## src/rtl/chime_alarm_scheduler.sv

```systemverilog
// Arbitrates the shared tone path and alarm LED between the alarm match
// and the hourly chime; the alarm always preempts the chime.
module chime_alarm_scheduler #(
  parameter int CLK_HZ     = 50_000_000,
  parameter int BEEP_MS    = 200,
  parameter int GAP_MS     = 300,
  parameter int ALARM_SECS = 30
) (
  input  logic       CLK_50,
  input  logic       reset_en,
  input  logic       sec_tick,
  input  logic [5:0] clock_hour,
  input  logic [5:0] clock_minute,
  input  logic [5:0] clock_second,
  input  logic [5:0] alarm_hour,
  input  logic [5:0] alarm_minute,
  input  logic [5:0] alarm_second,
  input  logic       alarm_armed,
  input  logic       chime_en,
  input  logic       alarm_stop,
  output logic       tone_req,
  output logic [1:0] tone_sel,
  output logic       alarm_led,
  output logic       busy
);

  localparam int BEEP_CYC = CLK_HZ / 1000 * BEEP_MS;
  localparam int GAP_CYC  = CLK_HZ / 1000 * GAP_MS;
  localparam int MAX_CYC  = (BEEP_CYC > GAP_CYC) ? BEEP_CYC : GAP_CYC;
  localparam int CW       = $clog2(MAX_CYC + 1);

  localparam logic [CW-1:0] BEEP_LAST = CW'(BEEP_CYC - 1);
  localparam logic [CW-1:0] GAP_LAST  = CW'(GAP_CYC - 1);
  localparam logic [5:0]    SECS_LAST = 6'(ALARM_SECS - 1);

  typedef enum logic [1:0] {
    S_IDLE,
    S_CHIME_ON,
    S_CHIME_GAP,
    S_ALARM
  } state_t;

  state_t        r_state;
  logic [CW-1:0] r_cyc;
  logic [3:0]    r_beeps;
  logic [5:0]    r_secs;

  logic       w_time_match;
  logic       w_alarm_hit;
  logic       w_chime_hit;
  logic [5:0] w_h12;
  logic [3:0] w_hour_beeps;

  assign w_time_match = (clock_hour   == alarm_hour)
                      & (clock_minute == alarm_minute)
                      & (clock_second == alarm_second);
  assign w_alarm_hit  = sec_tick & alarm_armed & w_time_match;
  assign w_chime_hit  = sec_tick & chime_en
                      & (clock_minute == 6'd0)
                      & (clock_second == 6'd0);

  // Hour 0 and 12 both strike twelve.
  assign w_h12 = (clock_hour >= 6'd12) ? clock_hour - 6'd12 : clock_hour;
  assign w_hour_beeps = (w_h12 == 6'd0) ? 4'd12 : 4'(w_h12);

  always_ff @(posedge CLK_50) begin
    if (reset_en) begin
      r_state   <= S_IDLE;
      r_cyc     <= '0;
      r_beeps   <= '0;
      r_secs    <= '0;
      tone_req  <= 1'b0;
      tone_sel  <= 2'd0;
      alarm_led <= 1'b0;
      busy      <= 1'b0;
    end else begin
      unique case (r_state)
        S_IDLE: begin
          if (w_alarm_hit && !alarm_stop) begin
            r_state   <= S_ALARM;
            r_secs    <= '0;
            tone_req  <= 1'b1;
            tone_sel  <= 2'd2;
            alarm_led <= 1'b1;
            busy      <= 1'b1;
          end else if (w_chime_hit) begin
            r_state  <= S_CHIME_ON;
            r_beeps  <= w_hour_beeps;
            r_cyc    <= '0;
            tone_req <= 1'b1;
            tone_sel <= 2'd1;
            busy     <= 1'b1;
          end
        end
        S_CHIME_ON, S_CHIME_GAP: begin
          if (w_alarm_hit) begin
            r_state   <= S_ALARM;
            r_secs    <= '0;
            r_beeps   <= '0;
            r_cyc     <= '0;
            tone_req  <= 1'b1;
            tone_sel  <= 2'd2;
            alarm_led <= 1'b1;
          end else if (r_state == S_CHIME_ON) begin
            if (r_cyc == BEEP_LAST) begin
              r_cyc    <= '0;
              r_beeps  <= r_beeps - 4'd1;
              tone_req <= 1'b0;
              tone_sel <= 2'd0;
              if (r_beeps == 4'd1) begin
                r_state <= S_IDLE;
                busy    <= 1'b0;
              end else begin
                r_state <= S_CHIME_GAP;
              end
            end else begin
              r_cyc <= r_cyc + 1'b1;
            end
          end else if (r_cyc == GAP_LAST) begin
            r_cyc    <= '0;
            r_state  <= S_CHIME_ON;
            tone_req <= 1'b1;
            tone_sel <= 2'd1;
          end else begin
            r_cyc <= r_cyc + 1'b1;
          end
        end
        S_ALARM: begin
          // Cancel and disarm take effect on any cycle, not just on ticks.
          if (alarm_stop || !alarm_armed ||
              (sec_tick && r_secs == SECS_LAST)) begin
            r_state   <= S_IDLE;
            r_secs    <= '0;
            tone_req  <= 1'b0;
            tone_sel  <= 2'd0;
            alarm_led <= 1'b0;
            busy      <= 1'b0;
          end else if (sec_tick) begin
            r_secs    <= r_secs + 6'd1;
            alarm_led <= ~alarm_led;
          end
        end
      endcase
    end
  end

endmodule

```

## config.mk

```make
export PLATFORM = sky130hd
export DESIGN_NAME = chime_alarm_scheduler
export DESIGN_NICKNAME = d
export VERILOG_FILES = /design/src/rtl/chime_alarm_scheduler.sv
export SDC_FILE = /design/constraint.sdc
export NUM_CORES = 1
export LEC_CHECK = 0
export CORE_MARGIN = 4
export CORE_UTILIZATION = 49
export CTS_CLUSTER_SIZE = 30
export DETAILED_ROUTE_END_ITERATION = 10
export GPL_TIMING_DRIVEN = 0
export PLACE_DENSITY = 0.77
export RECOVER_POWER = 50
export SYNTH_ARGS = -nofsm -noshare
export SYNTH_HDL_FRONTEND = slang
export SYNTH_SLANG_ARGS = --single-unit
```

## constraint.sdc

```tcl
create_clock -name CLK_50 -period 2.6 [get_ports CLK_50]
set_input_delay 0.26 -clock CLK_50 [delete_from_list [all_inputs] [get_ports CLK_50]]
set_output_delay 0.26 -clock CLK_50 [all_outputs]
set_load 0.02 [all_outputs]
```

==> reports/qor.yml <==
run_status:
  outcome: "finished clean"
drt:
  drtIter0Drc: 220
  post-route-drc-count: 0
  dr.pass1.iters: 5
  num_vias: 3146
  ant_nets: 0
  wire_per_inst_um: 17.14
  routed_wl_um: 8552
  viasPerCell: 6.305
logic_synthesis:
  synth-seq-area-share: 0.2877
  synth-async-reset-ratio: 0
  netlist_top_cells_area: "dfxtp_1 29%, xnor2_1 5.5%, nand2_1 4.9%, ha_1 4.8%, nand3_1 4.0%"
  yosysWarningCount: 0
  synthTopCellsByCount: "41 x dfxtp_1, 37 x nand2_1, 27 x nor2_1, 23 x nand3_1, 19 x a21oi_1"
  synth_flop_cell: "dfxtp_1"
  synth-edff-count: 0
  synthesis.instances: 366
  yosysTopAreaCellShare: 0.2877
  synth_cell_type_count: 56
  synth_seq_cells: 41
  syn-num-nets: 419
  synthesis.area_um2: 2853
  yosys.area.top_type: "dfxtp_1"
  syn_area_per_cell_um2: 7.794
  synthMostInstantiatedCell: "dfxtp_1"
critical_path:
  r2r_slack_ns: 0.12
  cp_cell_sequence: "clkdlybuf4s50_1 > ha_1 > nor3_1 > a21oi_1 > or4_1 > a21oi_1 > a211oi_1 > nor3_1"
  crit_family: "simple AND/OR/NAND/NOR gates"
  timing.rr.start: "r_cyc[0]"
  worstRegToRegCells: 9
  crit_path_end_kind: "flop"
  start_kind: "input port"
  path_buf_inv: 1
  crit_type: "input port to flop"
  critPathSlowestCell: "clkdlybuf4s50_1"
  cp_slowest_stage_delay_ns: 0.54
  rr_endpoint: "r_cyc[7]"
  critPathMaxFanout: 7
  arrival_ns: 2.73
  worstPathRequired_ns: 2.82
  crit_start: "clock_hour[2]"
floorplan:
  die_y_um: 84.30
  start_util: 0.5118
  die_x_um: 84.30
  io_pins: 47
  core-area_um2: 5574
  rows: 27
  dieArea_um2: 7106
cts:
  htreeDepth: 2
  cts_sinks: 41
  holdBufCountCts: 0
  clock_latency_ns: 0.30
  clk_pin_slew_ns: 0.08
  root_buffer: "clkbuf_8"
  cts_tree: "built"
  clock_path_buffers: 2
  numCtsBuffers: 5
global_route:
  grt_pass1_vias: 2945
  grt_use_met1: 0.3200
  grtUsageTotal: 0.2401
  busiest_layer: "met2"
  use_met2: 0.3831
  antenna_found_initial: 0
  grt_pass1_wl_um: 14170
  gr-total-overflow: 0
  grt_start_max_net_pins: 14
  use_met3: 0.05005
pwr:
  p_sw_frac: 0.4422
  ir_drop_v: 0.0007210
  p_leak_nw: 1.216
  powerDensity_nw_per_um2: 767.3
  clockPowerShare: 0.174
  seq_power_share: 0.270
  pwr-share-comb: 0.556
  switchingPower_mw: 1.244
  intPower_mw: 1.570
timing:
  hold-worst-slack_ns: 0.3053
  worst_pin_slew_ns: 0.8892
  hold_viol_final: 0
  setup_viol: 0
  slew_viol_final: 0
  max_freq_mhz: 398.5
  fin_crit_ns: 2.510
  skew_ns: 0.008121
  fin_crit_sh: 0.9652
  max-slew-margin-rel: 0.4072
  layout_setup_ws_ns: 0.09036
  rsz0062_at_grt: "false"
placement:
  dp_slack_ns: -0.4641
  gp_congestion: 0.9443
  dpl.cell_count: 483
  port_buffers: 45
  dp_hpwl_um: 6169
min_path:
  whs_path_depth: 3
  min_to: "r_secs[2]"
  min_path_type: "input port to flop"
  min_from: "sec_tick"
finish:
  final_nets: 479
  layout-drive-gt1-share: 0.1241
  antenna_cells: 0
  stdcell_count: 499
  area_delta_synth_final_pct: 28.55
job:
  maxCapViolations: 0
registers in the layout, summed over array words and instances, names as in the netlist:
register,cells
r_cyc,24
r_secs,6
tone_sel,2
r_state,2
tone_req,1
busy,1
alarm_led,1
r_beeps,4
metal layers:
metal | part of all wire | up-vias | routed length (µm)
li1 | - | 1531 | -
met1 | 0.44 | 1465 | 3740
met2 | 0.47 | 131 | 3996
met3 | 0.074 | 19 | 634
met4 | 0.021 | 0 | 181
met5 | 0 | - | 0
cells in the final DEF, fill, tap and decap left out, drive strengths merged, types with 4 or more instances in the layout:
cell           netlist  layout
nand3b               4       4
nand2               37      37
o31ai                5       5
dfxtp               41      41
a41oi                5       5
a31oi                9       9
nor4                10      10
nand4               11      11
or3                 10      10
nand3               24      24
a21oi               19      19
ha                  11      11
nor4b                4       4
and3                 8       8
clkdlybuf4s50        0      40
nor2                27      27
clkbuf               7      15
o211ai               6       6
a211oi               7       7
and2                 7       7
or4                  5       5
o41ai                5       5
xnor2               18      18
inv                 12      13
nor3                17      17
nor2b                4       4
o21ai               11      11
buf                  6      13
dlygate4sd3          0       5
logic make-up after synthesis:
kind of cell	synth area share
adders and majority gates	0.04824
buffers and inverters	0.03903
DFF	0.2877
and+or+nand+nor	0.3456
xor gates and xnor gates	0.05833
AOI/OAI and AO/OA	0.2105
muxes	0.01053
worst max-delay path by stage:
stage                       endpoint  slack (ns)  cells past startpoint
after CTS                  r_cyc[20]        0.01                     11
final                     r_beeps[3]        0.09                      8
after global placement     r_cyc[23]       -0.40                     10
after detailed placement   r_cyc[23]       -0.46                     10
after global routing       r_cyc[22]       0.009                      9
after floorplan            r_cyc[22]        0.02                     10
timing repair:
item	4_1_cts	5_1_grt
setup endpoints to repair	30	22
resized for setup	14	12
setup buffers	0	11
pin swaps	1	8
through the flow:
step	TNS, ns	area (µm²)	power [mW]	util
floorplan	0	2853	1.663	-
global placement	-9.340	3393	2.076	0.6088
detailed placement	-11.12	3393	2.102	0.6088
CTS	0	3550	2.664	0.6368
global route	0	3667	2.989	0.6579
finish	0	3667	2.814	0.6579
worst reg2reg max path, delay by kind of cell, from the launching register on:
family                     cells  cell delay (ns)
and+or+nand+nor                6             1.56
DFF                            1             0.35
adders and majority gates      1             0.21
buffers and inverters          1             0.15
AOI/OAI and AO/OA              1             0.14
layout make-up:
cell class	count	area, µm²
clock buffers	7	96.34
well taps	72	90.09
fillers	483	1907
clock inverters	1	8.758
multi-input cells	299	2017
plain buffers	10	52.55
inverters	13	48.80
repair buffers	56	529.3
flip-flops and latches	41	824.5
power by group through the flow:
stage	Clock, mW	Sequential (mW)	Combinational (mW)
after floorplan	0	0.793	0.870
after global placement	0	0.768	1.31
after detailed placement	0	0.772	1.33
after CTS	0.500	0.765	1.40
after global routing	0.524	0.771	1.69
final	0.489	0.761	1.56
No activity file was read; power rests on OpenSTA's default activity.
